$ cat config.mk
export PLATFORM = sky130hd
export DESIGN_NAME = pmem_arbiter
export DESIGN_NICKNAME = d
export VERILOG_FILES = /design/src/rtl/pmem_arbiter.sv
export SDC_FILE = /design/constraint.sdc
export NUM_CORES = 1
export LEC_CHECK = 0
export CAP_MARGIN = 20
export CORE_AREA = 2 2 517 519
export DETAILED_ROUTE_END_ITERATION = 10
export DIE_AREA = 0 0 519 521
export MAX_ROUTING_LAYER = met4
export PLACE_DENSITY = 0.3
export SLEW_MARGIN = 20
export SYNTH_ARGS = -nofsm -noshare
export SYNTH_HDL_FRONTEND = slang
export SYNTH_SLANG_ARGS = --single-unit
$ cat constraint.sdc
create_clock -name clk -period 31.9 [get_ports clk]
set_input_delay 6.38 -clock clk [delete_from_list [all_inputs] [get_ports clk]]
set_output_delay 6.38 -clock clk [all_outputs]
set_load 0.02 [all_outputs]
$ cat src/rtl/pmem_arbiter.sv
// pmem_arbiter
//   Shares the single line-wide physical memory port between the I-cache and
//   the D-cache. Level-held requests are granted one at a time, the command,
//   address and write data are latched and held until pmem_resp, and the
//   returned line is handed back with a one-cycle resp pulse to the winner.
//
//   Optional feature: define PMEM_ARB_ROUND_ROBIN_EN to alternate contested
//   grants using a last-grant register. Without it, the D-cache always wins
//   contested grants.
//
// Ports
//   clk, rst                      clock, asynchronous active-high reset
//   icache_read/address           I-cache line read request (held until resp)
//   icache_resp/rdata             I-cache completion pulse and returned line
//   dcache_read/write/address     D-cache line read / writeback request
//   dcache_wdata                  D-cache writeback line
//   dcache_resp/rdata             D-cache completion pulse and returned line
//   pmem_read/write/address/wdata registered memory command bus
//   pmem_resp/rdata               memory completion and read data
module pmem_arbiter #(
    parameter int ADDR_WIDTH = 16,
    parameter int LINE_WIDTH = 256
) (
    input  logic                  clk,
    input  logic                  rst,
    input  logic                  icache_read,
    input  logic [ADDR_WIDTH-1:0] icache_address,
    output logic                  icache_resp,
    output logic [LINE_WIDTH-1:0] icache_rdata,
    input  logic                  dcache_read,
    input  logic                  dcache_write,
    input  logic [ADDR_WIDTH-1:0] dcache_address,
    input  logic [LINE_WIDTH-1:0] dcache_wdata,
    output logic                  dcache_resp,
    output logic [LINE_WIDTH-1:0] dcache_rdata,
    output logic                  pmem_read,
    output logic                  pmem_write,
    output logic [ADDR_WIDTH-1:0] pmem_address,
    output logic [LINE_WIDTH-1:0] pmem_wdata,
    input  logic                  pmem_resp,
    input  logic [LINE_WIDTH-1:0] pmem_rdata
);

    typedef enum logic [1:0] {IDLE, BUSY, RESPOND} state_t;

    state_t                state, state_nx;
    logic                  winner_d;   // current transaction belongs to the D-cache
    logic [LINE_WIDTH-1:0] line_q;
    logic                  dcache_req;
    logic                  any_req;
    logic                  grant_d;

    assign dcache_req = dcache_read | dcache_write;
    assign any_req    = icache_read | dcache_req;

`ifdef PMEM_ARB_ROUND_ROBIN_EN
    logic last_d;   // last grant went to the D-cache

    // Contested: hand the grant to whoever did not win last time.
    always_comb begin
        grant_d = dcache_req;
        if (icache_read && dcache_req)
            grant_d = ~last_d;
    end

    always_ff @(posedge clk or posedge rst) begin
        if (rst)
            last_d <= 1'b0;
        else if (state == IDLE && any_req)
            last_d <= grant_d;
    end
`else
    // Fixed priority: any D-cache request beats the I-cache.
    assign grant_d = dcache_req;
`endif

    always_comb begin
        state_nx = state;
        case (state)
            IDLE:    if (any_req)   state_nx = BUSY;
            BUSY:    if (pmem_resp) state_nx = RESPOND;
            RESPOND:                state_nx = IDLE;
            default:                state_nx = IDLE;
        endcase
    end

    always_ff @(posedge clk or posedge rst) begin
        if (rst)
            state <= IDLE;
        else
            state <= state_nx;
    end

    // Command bus and line register. Requester inputs are only sampled at
    // the grant, so changes during BUSY never reach memory.
    always_ff @(posedge clk or posedge rst) begin
        if (rst) begin
            winner_d     <= 1'b0;
            pmem_read    <= 1'b0;
            pmem_write   <= 1'b0;
            pmem_address <= '0;
            pmem_wdata   <= '0;
            line_q       <= '0;
        end else begin
            case (state)
                IDLE: begin
                    if (any_req) begin
                        winner_d     <= grant_d;
                        pmem_address <= grant_d ? dcache_address : icache_address;
                        if (grant_d)
                            pmem_wdata <= dcache_wdata;
                        // read+write together is treated as a writeback
                        pmem_write   <= grant_d & dcache_write;
                        pmem_read    <= ~(grant_d & dcache_write);
                    end
                end
                BUSY: begin
                    if (pmem_resp) begin
                        line_q     <= pmem_rdata;
                        pmem_read  <= 1'b0;
                        pmem_write <= 1'b0;
                    end
                end
                default: ;
            endcase
        end
    end

    // Responses decode straight from state so reset clears them at once.
    assign icache_resp  = (state == RESPOND) & ~winner_d;
    assign dcache_resp  = (state == RESPOND) &  winner_d;
    assign icache_rdata = line_q;
    assign dcache_rdata = line_q;

endmodule

Yosys cells after proc, flatten, opt, wreduce, memory -nomap -nowiden:

Index checks and enable logic that the tools add are counted.

* eq/ne operators: 4
* muxes and demuxes: 9
* bitwise logic cells: 7
* reductions and logical operators: 7

Operator list (number)
* $mux 16: 1
* $reduce_and 2->1: 3
* $reduce_and 3->1: 2
* $mux 2: 2
* $ne 2x2->1 const B: 2
* $pmux 1 s2: 2
* $pmux 2 s2: 1
* $and 1x1->1: 3
* $mux 1: 3
* $eq 2x1->1 const B: 1
* $eq 2x2->1 const B: 1
* $logic_not 2->1: 1
* $not 1->1: 2
* $or 1x1->1: 2
* $reduce_bool 2->1: 1

* bits in registers: 533
* input port bits: 550
* output and inout bits: 788

Depth between registers and ports, before layout:

* depth after elaboration: 5
* depth in mapped cells: 5

Worst setup path after synthesis:

Ideal clock, no wire load.

* kind: input-to-reg
* start: input pmem_resp
* end: register line_q[0], in the netlist dcache_rdata[0]
* data arrival time: 7.418 ns
* slack: 24.357 ns
* stages: 5
* buffers on the path: 3
* cells stage by stage: and3b_1 > clkbuf_1 > buf_2 > buf_2 > mux2_2

* word-level cells in the longest chain between the ends: 1

RTL lines
* start: declaration: line 40 `input logic pmem_resp,`
* $reduce_and 2->1 (no line)
* end signal: assignment: line 119 `line_q <= pmem_rdata;`
* end: declaration: line 48 `logic [LINE_WIDTH-1:0] line_q;`

Every way passes these cells.
A chain may end at the register's enable or synchronous reset.

Final worst setup path:

* start: input pmem_resp
* end: register line_q[167], in the netlist dcache_rdata[167]

The elaborated chain is that of the path after synthesis.

==> results_dict.tcl <==
set metrics [dict create \
    vias 16750 \
    peakVddDrop_mv 0.04524 \
    postCtsHoldBufs 0 \
    r2r_start "state[1]" \
    dp_hpwl_um 132500 \
    critPathMaxFanout 130 \
    rows 189 \
    post_cts_buffers 0 \
    grtUsageTotal_pct 11.63 \
    fmax_mhz 102.2 \
    start_util_pct 8.302 \
    syn_nets 1987 \
    cts_sinks 533 \
    antenna_found_initial 118 \
    design.final.nets 3106 \
    setup_tns_ps 0 \
    core_um2 264400 \
    routed_via_density 2.690 \
    synth_adder_area_share_pct 0 \
    slew_headroom_pct 32.30 \
    root_buffer "clkbuf_16" \
    ant_nets 0 \
    min_path_cells 1 \
    worstHoldStart "pmem_wdata[124]" \
    synthesis.area_um2 21950 \
    area_delta_synth_final_pct 84.97 \
    fin_crit_ps 9785 \
    grt_max_degree 131 \
    fillers 29410 \
    seq_area_frac_synth_pct 60.76 \
    cp.required_ps 32490 \
    ys_warn_count 0 \
    clk_pin_slew_worst_paths_ps 50 \
    globalplace.congestion 0.7966 \
    endpoint_kind "register" \
    drc 0 \
    grt_pass1_vias 17700 \
    synthSimpleGateAreaFrac_pct 0.4389 \
    reg2reg_to "dcache_rdata[167]" \
    ff_latch_area_um2 13340 \
    layout_commonest_cell "clkdlybuf4s50_1" \
    p_leak_nw 15.00 \
    drt_pass1_iterations 4 \
    cts_made_buffers 80 \
    mostFrequentLayoutCells "clkdlybuf4s50_1, dfrtp_1, mux2_2" \
    power_density_nw_per_um2 105.9 \
    die-area_um2 270400 \
    tritoncts "yes" \
    status "finished, final reports clean" \
    synth-xor-area-share_pct 0 \
    finalHoldViolCount 0 \
    ctsResizeCount 0 \
    die_width_um 519 \
    r2r_cells 6 \
    insertion_delay_ps 710 \
    synth.avg_cell_area_um2 15.27 \
    die_h_um 521 \
    multi_input_area_um2 6257 \
    io_pins 1338 \
    fin_skew_ps 62.28 \
    avgRoutedWirePerCell_um 25.31 \
    hp-class "register to register" \
    totalPowerFinal_mw 4.299 \
    synth-seq-cells 533 \
    grt_pass1_wl_um 199100 \
    io_buffers 1337 \
    startpoint_type "input pin" \
    synthCells 1437 \
    routed_wl_um 157500 \
    grt-ovfl-total 0 \
    synth_compound_area_share_pct 0.9633 \
    drt_iter0_markers 463 \
    crit_type "input pin to register" \
    final_layout_size_suffix_gt1_share_pct 25.52 \
    critPathArrivalTime_ps 10370 \
    finalMaxSlewViolations 0 \
    synthMuxAreaShare_pct 27.00 \
    tightestPinTransition_ps 1014 \
    setup_viol 0 \
    synth_top_family_by_area "multiplexers" \
    maxCapViolCount 0 \
    timing.final.crit_share_pct 30.67 \
    h-tree-depth 3 \
    synth_cell_types 24 \
    reg2reg_setup_slack_ps 27730 \
    min_to "pmem_wdata[124]" \
    rsz0062_at_grt "false" \
    clockBufferDepth 3 \
]
-- cells in the mapped netlist --
cell | count | area, µm²
buf_2 | 32 | 160.2
nor3_2 | 1 | 10.01
nand2_1 | 1 | 3.750
buf_6 | 20 | 225.2
o21ai_0 | 3 | 15.01
nor2_1 | 3 | 11.26
nor2_4 | 1 | 11.26
o22ai_1 | 1 | 6.260
o21ba_2 | 1 | 10.01
or3_1 | 1 | 6.260
a21oi_1 | 33 | 165.2
a211oi_1 | 1 | 7.510
a21o_1 | 1 | 7.510
mux2_2 | 512 | 5766
nor3_1 | 2 | 10.01
nand2b_1 | 1 | 6.260
inv_1 | 1 | 3.750
buf_4 | 262 | 1967
nor3b_1 | 1 | 7.510
and3b_1 | 2 | 17.52
nor2b_1 | 2 | 12.51
mux2i_1 | 16 | 160.2
dfrtp_1 | 533 | 13340
clkbuf_1 | 6 | 22.52
-- worst max-delay path, stage by stage --
cell	delay, ps
clkdlybuf4s50_1	530
and3b_4	600
buf_4	630
buf_12	580
buf_4	800
mux2_2	420
-- registers in the layout, indices dropped and copies added (netlist names) --
signal,cells
state,2
pmem_address,16
winner_d,1
pmem_write,1
pmem_wdata,256
pmem_read,1
dcache_rdata,256
-- power by group --
group	switching, mW	internal (mW)	total (mW)
Combinational	1.06	1.01	2.07
Clock	0.381	0.586	0.968
Sequential	0.294	0.969	1.26
Total	1.74	2.56	4.30
-- cells by family (layout without fill, tap and decap cells) --
group,count (synthesis),in the layout
buffers and inverters,321,1505
and+or+nand+nor,15,15
AOI/OAI and AO/OA,40,40
muxes,528,528
DFF,533,533
other,0,71
-- worst max path at each step --
| stage | startpoint | end | slack [ps] |
|---|---|---|---|
| 2_1_floorplan | rst | dcache_rdata[0] | 10620 |
| 3_3_place_gp | rst | dcache_rdata[180] | 21130 |
| 3_5_place_dp | rst | dcache_rdata[185] | 21150 |
| 4_1_cts | rst | dcache_rdata[122] | 21970 |
| 5_1_grt | rst | dcache_rdata[188] | 21670 |
| 6_report | pmem_resp | dcache_rdata[167] | 22120 |
-- final cells by class --
class | count | area share (%)
clock buffers | 117 | 5.766
flip-flops and latches | 533 | 32.85
diodes | 71 | 0.4376
clock inverters | 30 | 1.245
well taps | 3533 | 10.89
repair buffers | 1357 | 33.37
inverters | 1 | 0.02774
multi-input cells | 583 | 15.41
-- metal layers --
| layer | vias to the layer above | global-route usage (%) | part of all wire [%] |
|---|---|---|---|
| met4 | 0 | 3.386 | 2.9 |
| met3 | 261 | 5.427 | 11 |
| met1 | 8345 | 11.27 | 35 |
| li1 | 7099 | - | - |
| met2 | 1042 | 20.57 | 52 |
| met5 | - | - | 0 |
-- metrics by stage --
stage | hold WS [ps] | cells | cell area, µm² | setup WS [ps] | util [%]
after CTS | 507.0 | 6154 | 40420 | 21970 | 15.29
after floorplan | 465.6 | 1437 | 21950 | 10620 | -
after detailed placement | 494.5 | 6007 | 37570 | 21150 | 14.21
after global placement | 489.3 | 6007 | 37570 | 21130 | 14.21
after global routing | 511.8 | 6193 | 40520 | 21670 | 15.33
final | 503.2 | 6225 | 40600 | 22120 | 15.36
(Power assumes the default switching activity.)
